$ cat config.mk
export PLATFORM = sky130hd
export DESIGN_NAME = hazard_unit
export DESIGN_NICKNAME = d
export VERILOG_FILES = /design/src/rtl/hazard_unit.sv
export SDC_FILE = /design/constraint.sdc
export NUM_CORES = 1
export LEC_CHECK = 0
export CAP_MARGIN = 10
export CELL_PAD_IN_SITES_DETAIL_PLACEMENT = 1
export CELL_PAD_IN_SITES_GLOBAL_PLACEMENT = 2
export CORE_AREA = 2 2 74 76
export DETAILED_ROUTE_END_ITERATION = 6
export DIE_AREA = 0 0 76 78
export PLACE_DENSITY_LB_ADDON = 0.1
export REMOVE_ABC_BUFFERS = 1
export SYNTH_ARGS = -nofsm -noshare
export SYNTH_HDL_FRONTEND = slang
export SYNTH_SLANG_ARGS = --single-unit
$ cat constraint.sdc
create_clock -name clk -period 4.65 [get_ports clk]
set_clock_uncertainty 0.1 [all_clocks]
set_input_delay 0.93 -clock clk [delete_from_list [all_inputs] [get_ports clk]]
set_output_delay 0.93 -clock clk [all_outputs]
set_load 0.02 [all_outputs]
$ cat src/rtl/hazard_unit.sv
// Pipeline hazard control for the 5-stage MIPS core: stall/flush generation,
// ID/EX forwarding selects and the multi-cycle MULT/DIV occupancy sequencer.
module hazard_unit #(
    parameter int unsigned MD_CYCLES = 32,
    parameter int unsigned REG_AW    = 5
) (
    input  logic              clk,
    input  logic              rst,
    input  logic [REG_AW-1:0] rsD,
    input  logic [REG_AW-1:0] rtD,
    input  logic              branchD,
    input  logic              pcSrcD,
    input  logic              jumpD,
    input  logic [REG_AW-1:0] rsE,
    input  logic [REG_AW-1:0] rtE,
    input  logic [REG_AW-1:0] writeRegE,
    input  logic              regWriteE,
    input  logic              memToRegE,
    input  logic              mdStartE,
    input  logic [REG_AW-1:0] writeRegM,
    input  logic              regWriteM,
    input  logic              memToRegM,
    input  logic [REG_AW-1:0] writeRegW,
    input  logic              regWriteW,
    output logic              stallF,
    output logic              stallD,
    output logic              stallE,
    output logic              flushD,
    output logic              flushE,
    output logic              flushM,
    output logic              forwardAD,
    output logic              forwardBD,
    output logic [1:0]        forwardAE,
    output logic [1:0]        forwardBE,
    output logic              mdBusy,
    output logic              mdDone
);

    localparam int unsigned CNT_W = $clog2(MD_CYCLES);

    typedef enum logic [1:0] {
        IDLE = 2'd0,
        BUSY = 2'd1,
        DONE = 2'd2
    } mdState_t;

    mdState_t         state;
    mdState_t         stateNext;
    logic [CNT_W-1:0] cnt;
    logic [CNT_W-1:0] cntNext;

    logic lwStall;
    logic brStall;
    logic mdBusyInt;
    logic stallAny;

    // $0 is hardwired, so it never carries a dependency
    function automatic logic regHit(input logic [REG_AW-1:0] dst,
                                    input logic [REG_AW-1:0] src);
        return (dst != '0) && (dst == src);
    endfunction

    function automatic logic [1:0] fwdSelE(input logic [REG_AW-1:0] src,
                                           input logic              wrM,
                                           input logic [REG_AW-1:0] dstM,
                                           input logic              wrW,
                                           input logic [REG_AW-1:0] dstW);
        logic [1:0] sel;
        sel = 2'b00;
        if (wrM && regHit(dstM, src)) begin
            sel = 2'b10;
        end else if (wrW && regHit(dstW, src)) begin
            sel = 2'b01;
        end
        return sel;
    endfunction

    // MULT/DIV sequencer state register
    always_ff @(posedge clk) begin
        if (rst) begin
            state <= IDLE;
            cnt   <= '0;
        end else begin
            state <= stateNext;
            cnt   <= cntNext;
        end
    end

    // cnt holds the BUSY cycles still to go; the last one hands over to DONE
    always_comb begin
        stateNext = state;
        cntNext   = cnt;
        case (state)
            IDLE: begin
                if (mdStartE) begin
                    if (MD_CYCLES > 2) begin
                        stateNext = BUSY;
                        cntNext   = CNT_W'(MD_CYCLES - 2);
                    end else begin
                        stateNext = DONE;
                        cntNext   = '0;
                    end
                end
            end
            BUSY: begin
                cntNext = cnt - CNT_W'(1);
                if (cnt <= CNT_W'(1)) begin
                    stateNext = DONE;
                    cntNext   = '0;
                end
            end
            DONE: begin
                stateNext = IDLE;
                cntNext   = '0;
            end
            default: begin
                stateNext = IDLE;
                cntNext   = '0;
            end
        endcase
    end

    // Hazard detection against the instruction in ID
    always_comb begin
        lwStall   = memToRegE && (regHit(writeRegE, rsD) || regHit(writeRegE, rtD));
        brStall   = branchD &&
                    ((regWriteE && (regHit(writeRegE, rsD) || regHit(writeRegE, rtD))) ||
                     (memToRegM && (regHit(writeRegM, rsD) || regHit(writeRegM, rtD))));
        mdBusyInt = (state == BUSY) || ((state == IDLE) && mdStartE);
        stallAny  = lwStall || brStall || mdBusyInt;
    end

    // Output drive; everything is held low while reset is asserted
    always_comb begin
        stallF    = 1'b0;
        stallD    = 1'b0;
        stallE    = 1'b0;
        flushD    = 1'b0;
        flushE    = 1'b0;
        flushM    = 1'b0;
        forwardAD = 1'b0;
        forwardBD = 1'b0;
        forwardAE = 2'b00;
        forwardBE = 2'b00;
        mdBusy    = 1'b0;
        mdDone    = 1'b0;
        if (!rst) begin
            stallF    = stallAny;
            stallD    = stallAny;
            stallE    = mdBusyInt;
            flushM    = mdBusyInt;
            flushE    = (lwStall || brStall) && !mdBusyInt;
            flushD    = (pcSrcD || jumpD) && !stallAny;
            forwardAD = regWriteM && regHit(writeRegM, rsD);
            forwardBD = regWriteM && regHit(writeRegM, rtD);
            forwardAE = fwdSelE(rsE, regWriteM, writeRegM, regWriteW, writeRegW);
            forwardBE = fwdSelE(rtE, regWriteM, writeRegM, regWriteW, writeRegW);
            mdBusy    = mdBusyInt;
            mdDone    = (state == DONE);
        end
    end

endmodule
==> metrics.md, run 1 <==
| Metric | Value |
|---|---|
| Status | `completed` |
| Worst r2r src | `cnt[1]` |
| FF+latch count, synth | `7` |
| Worst-skew pair later-pin latency | `0.23 ns` |
| Via count | `1145` |
| Synthesized area per cell | `7.57 sq um` |
| Slowest stage delay, CP | `0.65 ns` |
| Max cap viols | `0` |
| Synth top area cells | `xor2_1 25%, dfxtp_1 14%, xnor2_1 8.4%` |
| Routed Antenna Nets | `0` |
| Root Driver | `clkbuf_8` |
| Detailed Routing Iterations Pass 1 | `2` |
| Setup Buffers After CTS | `0` |
| Largest area contributor in the netlist | `xor2_1` |
| Critical path peak fanout | `5` |
| Final nets | `239` |
| Placer Congestion | `0.838` |
| Max H-tree Level | `1` |
| # diodes | `0` |
| Vias/cell | `4.40` |
| Hold_buf cts | `0` |
| Fill count | `610` |
| Peak supply drop | `0.0828 mV` |
| Drt drc | `0` |
| CP Capture Type | `primary output` |
| Largest net degree at the start of global routing | `18` |
| Placed insts | `256` |
| TritonCTS clock tree | `yes` |
| Cell Count, Final, Fillers Out | `260` |
| Tightest Pin Transition | `0.424 ns` |
| Routed WL per cell | `13.5 microns` |
| Cell row count | `26` |
| Core Box Area | `5040 sq um` |
| Crit path required time | `3.62 ns` |
| Mapped Cells | `137` |
| Warnings from Yosys | `0` |
| F_max | `233 MHz` |
| Crit-path most repeated cell | `clkdlybuf4s50_1` |
| Post-DP HPWL | `3100 microns` |
| Die height | `78 microns` |
| Hold_sp | `cnt[4]` |
| P&R area growth vs syn | `64.1%` |
| CTS Buf Count | `3` |
| Slew Limit Headroom | `71.5%` |
| Setup TNS | `0 ns` |
| Global route overflow | `0` |
| Setup CP Type | `in2out` |
| Total die area | `5930 sq um` |
| Starting DRT DRC Count | `4` |
| Synth unique cells | `39` |
| # IOs | `60` |
| DIE WIDTH | `76 microns` |
| Initial core utilization | `20.6%` |
| Worst path bufs/invs | `2` |
| Initial antenna violation count | `0` |
| Type of the most critical hold path | `reg2reg` |
| Total GRT Usage | `12.1%` |
| First-pass GRT wire length | `5930 microns` |
| Crit-path cells | `clkdlybuf4s50_1 > xor2_1 > nor3_1 > nand3_1 > a21o_1 > a211oi_2 > clkdlybuf4s50_1` |
| Longest Clk Path Bufs | `2` |
| Layout Utilization | `33.7%` |
| Critical path data arrival time | `3.27 ns` |
| CP max stage cell | `clkdlybuf4s50_1` |
| Final hold viol count | `0` |
| Pleak | `0.000601 uW` |
| Worst-path clk slew | `0.04 ns` |
| Post-route clock period utilization | `92.4%` |
| Share of cells above drive strength 1 | `5.26%` |
| Worst setup startpoint | `writeRegM[1]` |
| Sequential area share after synthesis | `13.5%` |
| Drt total wl | `3510 microns` |
| Worst Setup Start Kind | `input pin` |
| Post-synth top area share | `25.3%` |
| RSZ-0062 raised after global routing | `false` |
| Vias in the first global route | `1263` |
| Fin crit period | `4.30 ns` |
| IO Port Bufs | `59` |
| CP delay by family, top | `buffers and inverters` |
| Cts repair resizes | `0` |
| Fin Hold WS | `0.470 ns` |
| Pwr Density | `188 nW/um^2` |
| Synth Cell Area | `1040 sq um` |
| Final Max Tran Viols | `0` |
| Final setup fails | `0` |
| Sink Count | `7` |
-- power breakdown --
part	internal (uW)	switching, uW	leakage (uW)
logic	82.4	72.7	0.000520
clock network	59.5	29.0	0.0000228
registers	67.7	8.64	0.0000580
total	210	110	0.000601
-- layout by cell type, fill, tap and decap left out --
cell,instances
xnor2_1,10
nor4b_1,1
o21ai_1,2
a311o_1,1
a22oi_2,1
ha_1,2
nor3b_1,1
clkdlybuf4s50_1,59
or3_1,1
a31oi_1,3
nand3_1,5
nor4_1,5
nand2_1,5
nand4_1,2
or4_1,3
o31ai_1,1
o21bai_1,1
a21boi_2,1
and3_1,1
nand3b_1,1
clkbuf_1,1
a211o_1,1
o21ai_0,1
nor2b_1,5
xor2_1,30
o21a_1,1
clkbuf_8,3
or4_4,1
a211oi_2,1
or2_2,1
nor2_1,10
a21o_1,2
buf_4,1
dfxtp_1,7
nor3_1,11
a21oi_1,2
inv_1,4
a211oi_1,1
o21ai_2,1
-- per-stage QoR --
stage / total power (uW) / cell area [sq um] / setup slack, ns
floorplan: 151 / 971 / 0.879
global placement: 234 / 1660 / 0.407
detailed placement: 234 / 1660 / 0.362
CTS: 324 / 1700 / 0.355
global route: 345 / 1700 / 0.235
finish: 320 / 1700 / 0.355
-- area by class of cell --
| class | count | area, sq um | share of cell area, % |
|---|---|---|---|
| timing repair buffer | 60 | 598 | 35.1 |
| inverter | 4 | 15.0 | 0.882 |
| sequential | 7 | 140 | 8.24 |
| tap | 70 | 87.6 | 5.15 |
| clock buffer | 4 | 45.0 | 2.65 |
| multi-input combinational | 115 | 816 | 47.9 |
-- sequential cells by signal (all words and copies together) (netlist names) --
register,cells
state,2
cnt,5
-- routing by layer --
layer	global-route usage [%]	wire length, microns	up-vias
met3	1.98	149	4
met2	22.8	1800	32
met5	0	0	-
li1	-	-	579
met4	3.27	37	0
met1	14.1	1530	530
-- Yosys cell counts --
cell and instances:
a211o_1 1, a211oi_1 1, a211oi_2 1, a21boi_2 1, a21o_1 2, a21oi_1 2
a22oi_2 1, a311o_1 1, a31oi_1 3, and3_1 1, buf_2 5, buf_4 3
buf_6 1, clkbuf_1 2, dfxtp_1 7, ha_1 2, inv_1 4, nand2_1 5
nand3_1 5, nand3b_1 1, nand4_1 2, nor2_1 10, nor2b_1 5, nor3_1 11
nor3b_1 1, nor4_1 5, nor4b_1 1, o21a_1 1, o21ai_0 1, o21ai_1 2
o21ai_2 1, o21bai_1 1, o31ai_1 1, or2_2 1, or3_1 1, or4_1 3
or4_4 1, xnor2_1 10, xor2_1 30
-- path summary, 6_finish.rpt --
| check | cells after the start | slack (ns) | end |
|---|---|---|---|
| hold / removal | 3 | 0.47 | cnt[4] |
| hold reg to reg | 3 | 0.47 | cnt[4] |
| setup reg to reg | 7 | 3.02 | cnt[3] |
| setup / recovery | 7 | 0.35 | flushE |
-- worst min-delay path, stage by stage (launching register included) --
cell,delay [ns]
dfxtp_1,0.33
inv_1,0.05
nand4_1,0.06
a31oi_1,0.07
-- kinds of logic (layout without fill, tap and decap cells) --
group	count (synthesis)	in the layout	synth area share (%)
adder cells (fa/ha/maj)	2	2	2.41
XOR/XNOR	40	40	33.8
AND/OR/NAND/NOR	53	53	27.7
buffers and inverters	15	68	7.84
AO/OA/AOI/OAI	20	20	14.7
flip-flops	7	7	13.5
Note: power is estimated with default switching activity, not from simulation.
==> run 2: changes to the inputs <==
--- a/config.mk
+++ b/config.mk
@@ -13,6 +13,7 @@
 export DIE_AREA = 0 0 76 78
 export PLACE_DENSITY_LB_ADDON = 0.1
 export REMOVE_ABC_BUFFERS = 1
+export SLEW_MARGIN = 25
 export SYNTH_ARGS = -nofsm -noshare
 export SYNTH_HDL_FRONTEND = slang
 export SYNTH_SLANG_ARGS = --single-unit
==> constraint.sdc (replaced) <==
create_clock -name clk -period 4.65 [get_ports clk]
set_clock_uncertainty 0.1 [all_clocks]
set_input_delay 0.93 -clock clk [delete_from_list [all_inputs] [get_ports clk]]
set_output_delay 0.93 -clock clk [all_outputs]
set_load 0.05 [all_outputs]
==> metrics.md, run 2 (synthesized netlist as in run 1, its figures left out) <==
| Metric | Value |
|---|---|
| Max H-tree Level | `1 (unchanged)` |
| Pwr Density | `194 nW/um^2 (+3.1%)` |
| Sequential power share | `22.9% (-1.0 points)` |
| Worst Setup Start Kind | `input pin` |
| Global route overflow | `0 (unchanged)` |
| Drt drc | `0 (unchanged)` |
| P&R area growth vs syn | `65.5%` |
| Max cap viols | `0 (unchanged)` |
| Hold_buf cts | `0 (unchanged)` |
| Worst Hold Depth | `2 (-1)` |
| Peak supply drop | `0.0585 mV (-29%)` |
| F_max | `236 MHz (+1.3%)` |
| Routed Antenna Nets | `0 (unchanged)` |
| Final setup fails | `0 (unchanged)` |
| Most frequent cells in the layout | `52 x clkdlybuf4s50_1, 30 x xor2_1, 11 x nor3_1, 10 x nor2_1, 10 x xnor2_1` |
| Final Max Tran Viols | `0 (unchanged)` |
| Critical path data arrival time | `3.21 ns (-0.06 ns)` |
| # diodes | `0 (unchanged)` |
| Crit-path cells | `clkdlybuf4s50_1 > xor2_1 > nor3_1 > nand3_1 > nor3_1 > clkdlybuf4s50_1` |
| Share of cells above drive strength 1 | `9.42% (+4.2 points)` |
| Cts repair resizes | `0 (unchanged)` |
| Clock share of power | `25.6% (-2.1 points)` |
| Worst-skew pair later-pin latency | `0.22 ns (about the same)` |
| Setup CP Type | `in2out` |
| IO Port Bufs | `59 (unchanged)` |
| Vias/cell | `4.51 (+2.5%)` |
| Crit path required time | `3.62 ns (about the same)` |
| Max reg flops | `5 (unchanged)` |
| Vias in the first global route | `1294 (+2.5%)` |
| CP Capture Type | `primary output` |
| Switching pwr | `123 uW (+12%)` |
| # IOs | `60 (unchanged)` |
| Fill count | `599 (-1.8%)` |
| Final hold viol count | `0 (unchanged)` |
| Final nets | `240 (+0.42%)` |
| Die height | `78 microns (unchanged)` |
| Worst-path clk slew | `0.04 ns (about the same)` |
| Core Box Area | `5040 sq um (unchanged)` |
| TritonCTS clock tree | `yes` |
| Longest Clk Path Bufs | `2 (unchanged)` |
| Root Driver | `clkbuf_8` |
| Drt total wl | `3680 microns (+4.7%)` |
| DIE WIDTH | `76 microns (unchanged)` |
| Sw frac | `37.0% (+2.5 points)` |
| Post-DP HPWL | `3280 microns (+5.7%)` |
| Detailed Routing Iterations Pass 1 | `4 (+2)` |
| Placer Congestion | `0.799 (-4.7%)` |
| Internal cell power | `210 uW (about the same)` |
| Total GRT Usage | `12.6% (+0.52 points)` |
| Post-route clock period utilization | `91.1% (-1.2 points)` |
| Largest registers | `cnt: 5 flops, state: 2 flops` |
| Fin crit period | `4.24 ns (-0.0568 ns)` |
| Pleak | `0.000624 uW (+3.8%)` |
| RSZ-0062 raised after global routing | `false` |
| Reg2Reg Depth | `7 (unchanged)` |
| CP delay by family, top | `buffers and inverters` |
| Via count | `1178 (+2.9%)` |
| Largest net degree at the start of global routing | `10 (-8)` |
| First-pass GRT wire length | `6050 microns (+2.0%)` |
| Slew Limit Headroom | `62.6% (-8.9 points)` |
| Cell row count | `26 (unchanged)` |
| Top reg by flops | `cnt` |
| Most common cell after layout, fill and taps aside | `clkdlybuf4s50_1` |
| CTS Buf Count | `3 (unchanged)` |
| Worst path bufs/invs | `2 (unchanged)` |
| Initial core utilization | `20.6% (unchanged)` |
| Reg-to-reg slack, setup | `2.95 ns (-0.07 ns)` |
| Sink Count | `7 (unchanged)` |
| Type of the most critical hold path | `reg2reg` |
| Initial antenna violation count | `0 (unchanged)` |
| Pwr Total | `333 uW (+4.0%)` |
| Tightest Pin Transition | `0.556 ns (+0.132 ns)` |
| CP max stage cell | `clkdlybuf4s50_1` |
| Slowest stage delay, CP | `0.87 ns (+0.22 ns)` |
| Starting DRT DRC Count | `27 (+23)` |
| Fin Hold WS | `0.465 ns (-0.00496 ns)` |
| Setup Buffers After CTS | `0 (unchanged)` |
| Total die area | `5930 sq um (unchanged)` |
| Comb power frac | `51.5% (+3.0 points)` |
| Critical path peak fanout | `5 (unchanged)` |
| Layout Utilization | `34.0% (+0.30 points)` |
| Routed WL per cell | `14.1 microns (+4.3%)` |
| Status | `completed` |
| Levels on crit path | `6 (-1)` |
[run 2: layout make-up]
| class | count | area [sq um] | area share [%] |
|---|---|---|---|
| Timing Repair Buffer | 61 | 613 | 35.7 |
| Sequential cell | 7 | 140 | 8.16 |
| Inverter | 4 | 15.0 | 0.875 |
| Clock buffer | 4 | 45.0 | 2.62 |
| Multi-Input combinational cell | 115 | 816 | 47.5 |
| Tap cell | 70 | 87.6 | 5.10 |
[run 2: power by group through the flow]
stage          registers, uW  logic [uW]  clock network [uW]
3_3_place_gp            76.8         170                   0
4_1_cts                 76.5         174                87.1
5_1_grt                 78.2         187                92.1
6_report                76.2         171                85.0
3_5_place_dp            77.3         173                   0
2_1_floorplan           74.5        90.2                   0
[run 2: tightest hold or removal path: stages (launching register included)]
cell and delay [ns]:
dfxtp_1 0.34, o21ai_1 0.09, a31oi_1 0.08
[run 2: worst paths after layout]
kind,end,start
min,cnt[2],cnt[2]
max,forwardBD,writeRegM[0]
min reg2reg,cnt[2],cnt[2]
max reg2reg,cnt[3],cnt[1]
[run 2: through the flow]
stage                     cells  worst slack (ns)  setup TNS, ns  instance area [sq um]
after floorplan             126             -1.38          -3.94                    971
after global placement      257             0.446              0                   1670
after detailed placement    257             0.427              0                   1670
after CTS                   261             0.412              0                   1720
after global routing        261             0.284              0                   1720
final                       261             0.412              0                   1720
[run 2: metal layers]
metal  wire, microns  up-vias  GRT usage [%]
li1                -      583              -
met1            1560      550           15.3
met2            1940       41           23.5
met3             134        4           1.28
met4              39        0           3.82
met5               0        -              0
